==> src/rtl/pingpong_scheduler_pkg.sv <==
// Shared types and default sizing for the ping-pong tile scheduler (package tpu_sched_pkg).
package tpu_sched_pkg;

  typedef enum logic [1:0] {
    EMPTY     = 2'd0,
    FILLING   = 2'd1,
    FULL      = 2'd2,
    COMPUTING = 2'd3
  } bufState_t;

  typedef enum logic [1:0] {
    IDLE = 2'd0,
    RUN  = 2'd1,
    DONE = 2'd2
  } schedState_t;

  localparam int unsigned DEFAULT_MATRIX_SIZE = 8;
  localparam int unsigned DEFAULT_MAX_TILES   = 16;
  localparam int unsigned ROW_W  = $clog2(DEFAULT_MATRIX_SIZE);
  localparam int unsigned TILE_W = $clog2(DEFAULT_MAX_TILES + 1);

endpackage

==> src/rtl/pingpong_buffer_state.sv <==
// Lifecycle tracker for one ping-pong buffer: EMPTY -> FILLING -> FULL -> COMPUTING -> EMPTY.
module pingpong_buffer_state
  import tpu_sched_pkg::*;
(
  input  logic      clk,
  input  logic      reset,
  input  logic      fillStart,
  input  logic      fillEnd,
  input  logic      computeBegin,
  input  logic      computeEnd,
  output bufState_t state,
  output logic      isFree,
  output logic      isFull
);

  always_ff @(posedge clk or posedge reset) begin
    if (reset) begin
      state <= EMPTY;
    end else begin
      unique case (state)
        // fillEnd wins so a one-row buffer goes straight to FULL
        EMPTY:     if (fillEnd) state <= FULL;
                   else if (fillStart) state <= FILLING;
        FILLING:   if (fillEnd) state <= FULL;
        FULL:      if (computeBegin) state <= COMPUTING;
        COMPUTING: if (computeEnd) state <= EMPTY;
        default:   state <= EMPTY;
      endcase
    end
  end

  assign isFree = (state == EMPTY) || (state == FILLING);
  assign isFull = (state == FULL);

endmodule

==> src/rtl/pingpong_scheduler.sv <==
// Job sequencer steering row loads into ping-pong buffers and issuing TPU compute starts.
// Optional sticky protocolError output enabled by defining PINGPONG_SCHED_ERR_EN.
module pingpong_scheduler
  import tpu_sched_pkg::*;
#(
  parameter int unsigned matrixSize = DEFAULT_MATRIX_SIZE,
  parameter int unsigned maxTiles   = DEFAULT_MAX_TILES
) (
  input  logic                          clk,
  input  logic                          reset,
  input  logic                          jobStart,
  input  logic [$clog2(maxTiles+1)-1:0] tileCount,
  input  logic                          loadValid,
  output logic                          loadReady,
  output logic [$clog2(matrixSize)-1:0] loadRowIndex,
  output logic                          loadBuffer,
  output logic                          computeStart,
  output logic                          computeBuffer,
  input  logic                          computeDone,
  output logic [1:0]                    bufferFull,
  output logic                          jobBusy,
  output logic                          jobDone,
  output logic [$clog2(maxTiles+1)-1:0] tilesCompleted
`ifdef PINGPONG_SCHED_ERR_EN
  ,
  output logic                          protocolError
`endif
);

  localparam int unsigned RW = $clog2(matrixSize);
  localparam int unsigned CW = $clog2(maxTiles + 1);

  schedState_t   state;
  logic [CW-1:0] tileTarget;
  logic [CW-1:0] tilesLoaded;
  logic          computing;
  bufState_t     bstateA, bstateB;
  logic [1:0]    isFree, isFull;
  logic [1:0]    fillStart, fillEnd, computeBegin, computeEnd;
  logic          accept, lastRow, retire;

  assign loadReady    = (state == RUN) && isFree[loadBuffer] && (tilesLoaded < tileTarget);
  assign accept       = loadValid && loadReady;
  assign lastRow      = (loadRowIndex == RW'(matrixSize - 1));
  assign computeStart = (state == RUN) && !computing && isFull[computeBuffer];
  assign retire       = computeDone && computing;

  assign fillStart    = {accept &&  loadBuffer && (loadRowIndex == '0),
                         accept && !loadBuffer && (loadRowIndex == '0)};
  assign fillEnd      = {accept &&  loadBuffer && lastRow,
                         accept && !loadBuffer && lastRow};
  assign computeBegin = {computeStart &&  computeBuffer, computeStart && !computeBuffer};
  assign computeEnd   = {retire &&  computeBuffer, retire && !computeBuffer};

  pingpong_buffer_state bufA (
    .clk(clk), .reset(reset),
    .fillStart(fillStart[0]), .fillEnd(fillEnd[0]),
    .computeBegin(computeBegin[0]), .computeEnd(computeEnd[0]),
    .state(bstateA), .isFree(isFree[0]), .isFull(isFull[0])
  );

  pingpong_buffer_state bufB (
    .clk(clk), .reset(reset),
    .fillStart(fillStart[1]), .fillEnd(fillEnd[1]),
    .computeBegin(computeBegin[1]), .computeEnd(computeEnd[1]),
    .state(bstateB), .isFree(isFree[1]), .isFull(isFull[1])
  );

  assign bufferFull = {(bstateB == FULL) || (bstateB == COMPUTING),
                       (bstateA == FULL) || (bstateA == COMPUTING)};
  assign jobBusy    = (state != IDLE);
  assign jobDone    = (state == DONE);

  always_ff @(posedge clk or posedge reset) begin
    if (reset) begin
      state          <= IDLE;
      tileTarget     <= '0;
      tilesLoaded    <= '0;
      tilesCompleted <= '0;
      loadRowIndex   <= '0;
      loadBuffer     <= 1'b0;
      computeBuffer  <= 1'b0;
      computing      <= 1'b0;
    end else begin
      if (accept) begin
        if (lastRow) begin
          loadRowIndex <= '0;
          loadBuffer   <= ~loadBuffer;
          tilesLoaded  <= tilesLoaded + CW'(1);
        end else begin
          loadRowIndex <= loadRowIndex + RW'(1);
        end
      end
      if (computeStart) computing <= 1'b1;
      if (retire) begin
        computing      <= 1'b0;
        computeBuffer  <= ~computeBuffer;
        tilesCompleted <= tilesCompleted + CW'(1);
      end
      unique case (state)
        IDLE: if (jobStart) begin
          // every job begins on buffer A, even after an odd tile count
          tileTarget     <= tileCount;
          tilesLoaded    <= '0;
          tilesCompleted <= '0;
          loadRowIndex   <= '0;
          loadBuffer     <= 1'b0;
          computeBuffer  <= 1'b0;
          computing      <= 1'b0;
          state          <= (tileCount == '0) ? DONE : RUN;
        end
        RUN:     if (retire && (tilesCompleted + CW'(1) == tileTarget)) state <= DONE;
        DONE:    state <= IDLE;
        default: state <= IDLE;
      endcase
    end
  end

`ifdef PINGPONG_SCHED_ERR_EN
  always_ff @(posedge clk or posedge reset) begin
    if (reset) begin
      protocolError <= 1'b0;
    end else if ((jobStart && (state != IDLE)) ||
                 (computeDone && !computing) ||
                 (jobStart && (tileCount > CW'(maxTiles)))) begin
      protocolError <= 1'b1;
    end
  end
`endif

endmodule

==> config.mk <==
export PLATFORM = sky130hd
export DESIGN_NAME = pingpong_scheduler
export DESIGN_NICKNAME = d
export VERILOG_FILES = /design/src/rtl/pingpong_scheduler_pkg.sv /design/src/rtl/pingpong_buffer_state.sv /design/src/rtl/pingpong_scheduler.sv
export SDC_FILE = /design/constraint.sdc
export NUM_CORES = 1
export LEC_CHECK = 0
export ABC_AREA = 1
export CORE_MARGIN = 2
export CORE_UTILIZATION = 40
export DETAILED_ROUTE_END_ITERATION = 10
export GPL_ROUTABILITY_DRIVEN = 0
export PLACE_DENSITY = 0.62
export SETUP_SLACK_MARGIN = 0.05
export SLEW_MARGIN = 10
export SYNTH_ARGS = -nofsm -noshare
export SYNTH_HDL_FRONTEND = slang
export SYNTH_SLANG_ARGS = --single-unit
==> constraint.sdc <==
create_clock -name clk -period 2.3 [get_ports clk]
set_input_delay 0.23 -clock clk [delete_from_list [all_inputs] [get_ports clk]]
set_output_delay 0.23 -clock clk [all_outputs]
set_load 0.02 [all_outputs]
==> results of run 1 <==
state kept, by name (all words and copies together), names as in the netlist:
signal,flops
tilesCompleted,5
tilesLoaded,5
tileTarget,5
bufA.state,2
loadRowIndex,3
bufB.state,2
computing,1
state,2
loadBuffer,1
computeBuffer,1
cells by family after synthesis:
kind of cell	count (synthesis)	synth area share (%)
compound gates	39	11.8
xor+xnor	3	1.39
buf+inv	48	9.52
fa+ha+maj	21	13.9
flops	27	35.7
simple gates	110	27.8
critical path: cells and delay by family, from the launching register on:
family / cells / cell delay [ns]
DFF: 1 / 0.43
and+or+nand+nor: 1 / 0.30
buffers and inverters: 2 / 0.64
adders and majority gates: 1 / 0.25
area by class of cell:
cell class	count	area (um2)	share of cell area, %
clock buffer	3	41.3	1.83
multi-input combinational	173	1040	45.9
timing repair buffer	27	263	11.6
inverter	46	173	7.63
sequential	27	676	29.9
clock inverter	1	5.00	0.221
tap	54	67.6	2.99
cell usage in the layout, fill, tap and decap left out, types with 2 or more instances in the layout:
cell type,instances
nand2_1,60
inv_1,43
dfrtp_1,27
clkdlybuf4s50_1,23
ha_1,21
nand3_1,17
a21oi_1,15
o21ai_0,14
nor2_1,13
nand4_1,5
or2_2,4
xor2_1,3
clkbuf_8,3
nor3_1,2
inv_2,2
nor2_4,2
o211ai_1,2
a211oi_1,2
a22oi_1,2
dlygate4sd2_1,2
buf_4,2
through the flow:
stage	hold WS (ns)	total power [mW]	cells	setup WS [ns]	area (um2)
after detailed placement	0.506	2.35	327	0.266	2220
final	0.312	2.60	331	0.173	2260
after global placement	0.502	2.34	327	0.292	2220
after floorplan	0.283	1.87	248	0.501	1890
after CTS	0.320	2.63	331	0.168	2260
after global routing	0.384	2.87	331	0.0603	2260
power groups by stage:
stage	Combinational, mW	Clock, mW	Sequential, mW
6_report	1.50	0.280	0.812
5_1_grt	1.72	0.311	0.836
4_1_cts	1.52	0.295	0.813
3_5_place_dp	1.52	0	0.823
3_3_place_gp	1.52	0	0.819
2_1_floorplan	0.990	0	0.881
worst min path at each step:
stage / from / end / slack [ns]
finish: reset / loadRowIndex[1] / 0.31
global route: reset / loadRowIndex[1] / 0.38
CTS: reset / loadRowIndex[1] / 0.32
detailed placement: tileTarget[2] / tileTarget[2] / 0.51
global placement: tileTarget[2] / tileTarget[2] / 0.50
floorplan: reset / bufA.state[0] / 0.28
timing repair:
action | in CTS | in global routing
resized for setup | 2 | 0
setup endpoints to repair | 2 | 0
hold buffers | 0 | 0
layer usage:
metal	vias to the layer above	wire length [um]	GRT usage (%)
met1	710	1890	21.6
met3	2	96	1.80
met5	-	0	0
met2	21	1790	25.4
li1	857	-	-
met4	0	27	3.09
==> results.cfg, run 1 <==
[outcome]
outcome = completed

[power_and_ir_drop]
pwr_density_cell_nw_per_um2 = 1150
peakVddDrop_mv = 0.392
comb_power_share_pct = 57.9
power_switching_mw = 1.21
pwr-share-clk_pct = 10.8
p_sw_share_pct = 46.7
leakagePower_nw = 1.20
seqPwrFrac_pct = 31.3
power.internal_mw = 1.38

[sta]
min_period_ns = 2.13
finalSetupTns_ns = 0
period_share_pct = 92.5
rsz0062_at_grt = no
final-hold-violation-count = 0
finalClockSkew_ns = 0.00287
finalMaxSlewViolations = 0
slew_headroom_pct = 74.3
setup_viol = 0
worstMarginPinSlew_ns = 0.385
fmax_ghz = 0.470

[yosys]
ys_ff_latch = 27
synth_nets = 279
avgSynthCellArea_um2 = 7.63
yosysMostFrequentCell = nand2_1
synth_top_area_share_pct = 35.7
synth_warnings = 0
synth_seq_area_share_pct = 35.7
synthCells = 248
synth_area_um2 = 1890
ys_top_cells_by_area = dfrtp_1, ha_1, nand2_1
async_flop_share_pct = 100
ys_types = 30
synth_common_cells = nand2_1, inv_1, dfrtp_1, ha_1, nand3_1
synth_flop_cell = dfrtp_1
synth-edff-count = 0
synth.largest_area_cell = dfrtp_1

[flow_run]
cap_violations = 0

[detailed_routing]
wl_per_cell_um = 11.5
route.detailed.drc = 0
dr.pass1.iters = 4
ant_nets = 0
vias = 1590
vias_per_cell = 4.80
drt_iter0_markers = 95
drt-total-wl_mm = 3.81

[die]
chipHeight_um = 72.8
pin_count = 26
initial_core_util_pct = 40.9
dieArea_um2 = 5300
core_area_um2 = 4630
die_x_um = 72.8
rows = 25

[clock_tree]
cts_tree = yes
cts-root-buf = clkbuf_8
clk_latency_ns = 0.27
cts_buffers = 3
cts_buffer_depth = 2
post_cts.repair.setup_buffers = 0
path_clk_slew_ns = 0.10
htreeDepth = 1
cts_num_sinks = 27

[global_route]
grt_pass1_wl_mm = 6.46
grt_max_degree = 28
antenna_found_initial = 0
grtUsageTotal_pct = 15.3
grt_overflow = 0
grt_pass1_vias = 1450

[worst_setup_path]
cpPeakStageDelay_ns = 0.54
ff2ff_setup_slack_ns = 0.40
path_cells = inv_1, ha_1, or2_2, clkdlybuf4s50_1
crit_type = reg -> out
crit_slowest_cell = clkdlybuf4s50_1
cp.required_ns = 2.07
end_kind = output port
r2r_end = bufB.state[1]
worst_setup_path_start_kind = register
cp-startpoint = bufB.state[0]
reg2reg_depth = 13
cp.arrival_ns = 1.90
critPathCapture = bufferFull[1]
crit_fanout = 4
reg2reg_from = tileTarget[2]

[worst_hold_path]
hold_path_class = in -> async

[placement]
io_buffers = 25
dpl.hpwl_mm = 2.94

[layout]
drive_gt1_share_pct = 7.58
final_nets = 309
diodes = 0
area_growth_pct = 19.5
fillCellCount = 495
fin_util_pct = 48.9
Power figures use the tool's default switching activity.
==> inputs of run 2 (changes only) <==
==> constraint.sdc (replaced) <==
create_clock -name clk -period 2.4 [get_ports clk]
set_input_delay 0.24 -clock clk [delete_from_list [all_inputs] [get_ports clk]]
set_output_delay 0.24 -clock clk [all_outputs]
set_load 0.02 [all_outputs]
==> results.cfg, run 2 (synthesized netlist as in run 1, its figures left out) <==
[outcome]
outcome = completed

[worst_setup_path]
end_kind = output port
cpPeakStageDelay_ns = 0.53
cp.arrival_ns = 1.86
cp.depth = 4
ff2ff_setup_slack_ns = 0.53
crit_slowest_cell = clkdlybuf4s50_1
reg2reg_depth = 13
r2r_end = bufA.state[1]
crit_family = buffers and inverters
cp_num_buf_inv = 2
cp-startpoint = bufB.state[0]
cp.required_ns = 2.16
path_cells = inv_1, ha_1, or2_2, clkdlybuf4s50_1
crit_fanout = 4
critPathCapture = bufferFull[1]
worst_setup_path_start_kind = register
reg2reg_from = tileTarget[2]
crit_type = reg -> out

[sta]
finalSetupTns_ns = 0
setup_viol = 0
min_period_ns = 2.10
rsz0062_at_grt = no
slew_headroom_pct = 74.0
finalMaxSlewViolations = 0
period_share_pct = 87.7
worstMarginPinSlew_ns = 0.390
finalClockSkew_ns = 0.00547
fmax_ghz = 0.475
final-hold-violation-count = 0

[power_and_ir_drop]
peakVddDrop_mv = 0.362
pwr_density_cell_nw_per_um2 = 1100
leakagePower_nw = 1.22
power.total_mw = 2.51

[detailed_routing]
vias_per_cell = 4.84
vias = 1603
drt-total-wl_mm = 3.89
highest_layer = met4
dr.pass1.iters = 4
route.detailed.drc = 0
drt-met1-wl_mm = 1.97
wl_met3_um = 73
drt_iter0_markers = 52
ant_nets = 0
wl_met2_mm = 1.82
wl_per_cell_um = 11.8

[die]
rows = 25
core_area_um2 = 4630
dieArea_um2 = 5300
pin_count = 26
initial_core_util_pct = 40.9
chipHeight_um = 72.8
die_x_um = 72.8

[layout]
drive_gt1_share_pct = 7.22
fin_area_um2 = 2270
final_nets = 309
mostFrequentLayoutCell = nand2_1
area_growth_pct = 19.8
top_regs = tileTarget x5, tilesCompleted x5, tilesLoaded x5
diodes = 0
final_cell_mix = nand2_1, inv_1, dfrtp_1
stdcell_count = 331

[clock_tree]
path_clk_slew_ns = 0.10
cts_buffers = 3
cts-root-buf = clkbuf_8
post_cts.repair.setup_buffers = 0
cts_buffer_depth = 2
htreeDepth = 1
cts_tree = yes
clk_latency_ns = 0.27
cts_num_sinks = 27

[placement]
io_buffers = 25
place_inst = 327
dpl.hpwl_mm = 2.96
post_dp_cell_area_um2 = 2220

[global_route]
grt_pass1_vias = 1474
antenna_found_initial = 0
grt_overflow = 0
grt_pass1_wl_mm = 6.71
grt_max_degree = 28
grtUsageTotal_pct = 15.9

[worst_hold_path]
hold_path_class = in -> async

[flow_run]
cap_violations = 0
## run 2: cell count changes in the layout (fill, tap and decap cells not counted)
cell,change
dlygate4sd2_1,-2
dlymetal6s2s_1,+2
clkbuf_1,+1
clkinv_2,-1
## run 2: cell type report
class                           count  area (um2)
Inverter                           46         173
Clock buffer                        4        45.0
Sequential cell                    27         676
Fill cell                         454        2360
Multi-Input combinational cell    173        1040
Tap cell                           54        67.6
Timing Repair Buffer               27         270
## run 2: routing by layer
layer	vias to the layer above	track usage, %
met1	730	21.7
met4	0	3.09
met2	20	27.2
li1	851	-
met3	2	2.07
met5	-	0
## run 2: what timing repair did
| action | in CTS | in global routing |
|---|---|---|
| hold buffers | 0 | 0 |
| endpoints found under the setup margin | 0 | 2 |
| resized for setup | 0 | 2 |
## run 2: worst min path at each step
stage	end
finish	loadBuffer
global route	bufA.state[0]
CTS	bufA.state[1]
detailed placement	tileTarget[2]
global placement	tileTarget[2]
floorplan	bufA.state[0]
## run 2: power by group
part	total, mW	internal (mW)	switching [mW]
Combinational	1.46	0.597	0.859
Sequential	0.779	0.621	0.158
Clock	0.270	0.119	0.151
Total	2.51	1.34	1.17
## run 2: per-stage QoR
step	hold WS [ns]	setup WS [ns]	utilization, %
finish	0.333	0.295	49.0
global route	0.399	0.171	49.0
CTS	0.344	0.0535	48.9
detailed placement	0.506	0.367	47.9
global placement	0.502	0.381	47.9
floorplan	0.293	0.601	-
## run 2: tightest hold or removal path: cells and delay by family
family / cells / cell delay [ns]
buffers and inverters: 3 / 0.79
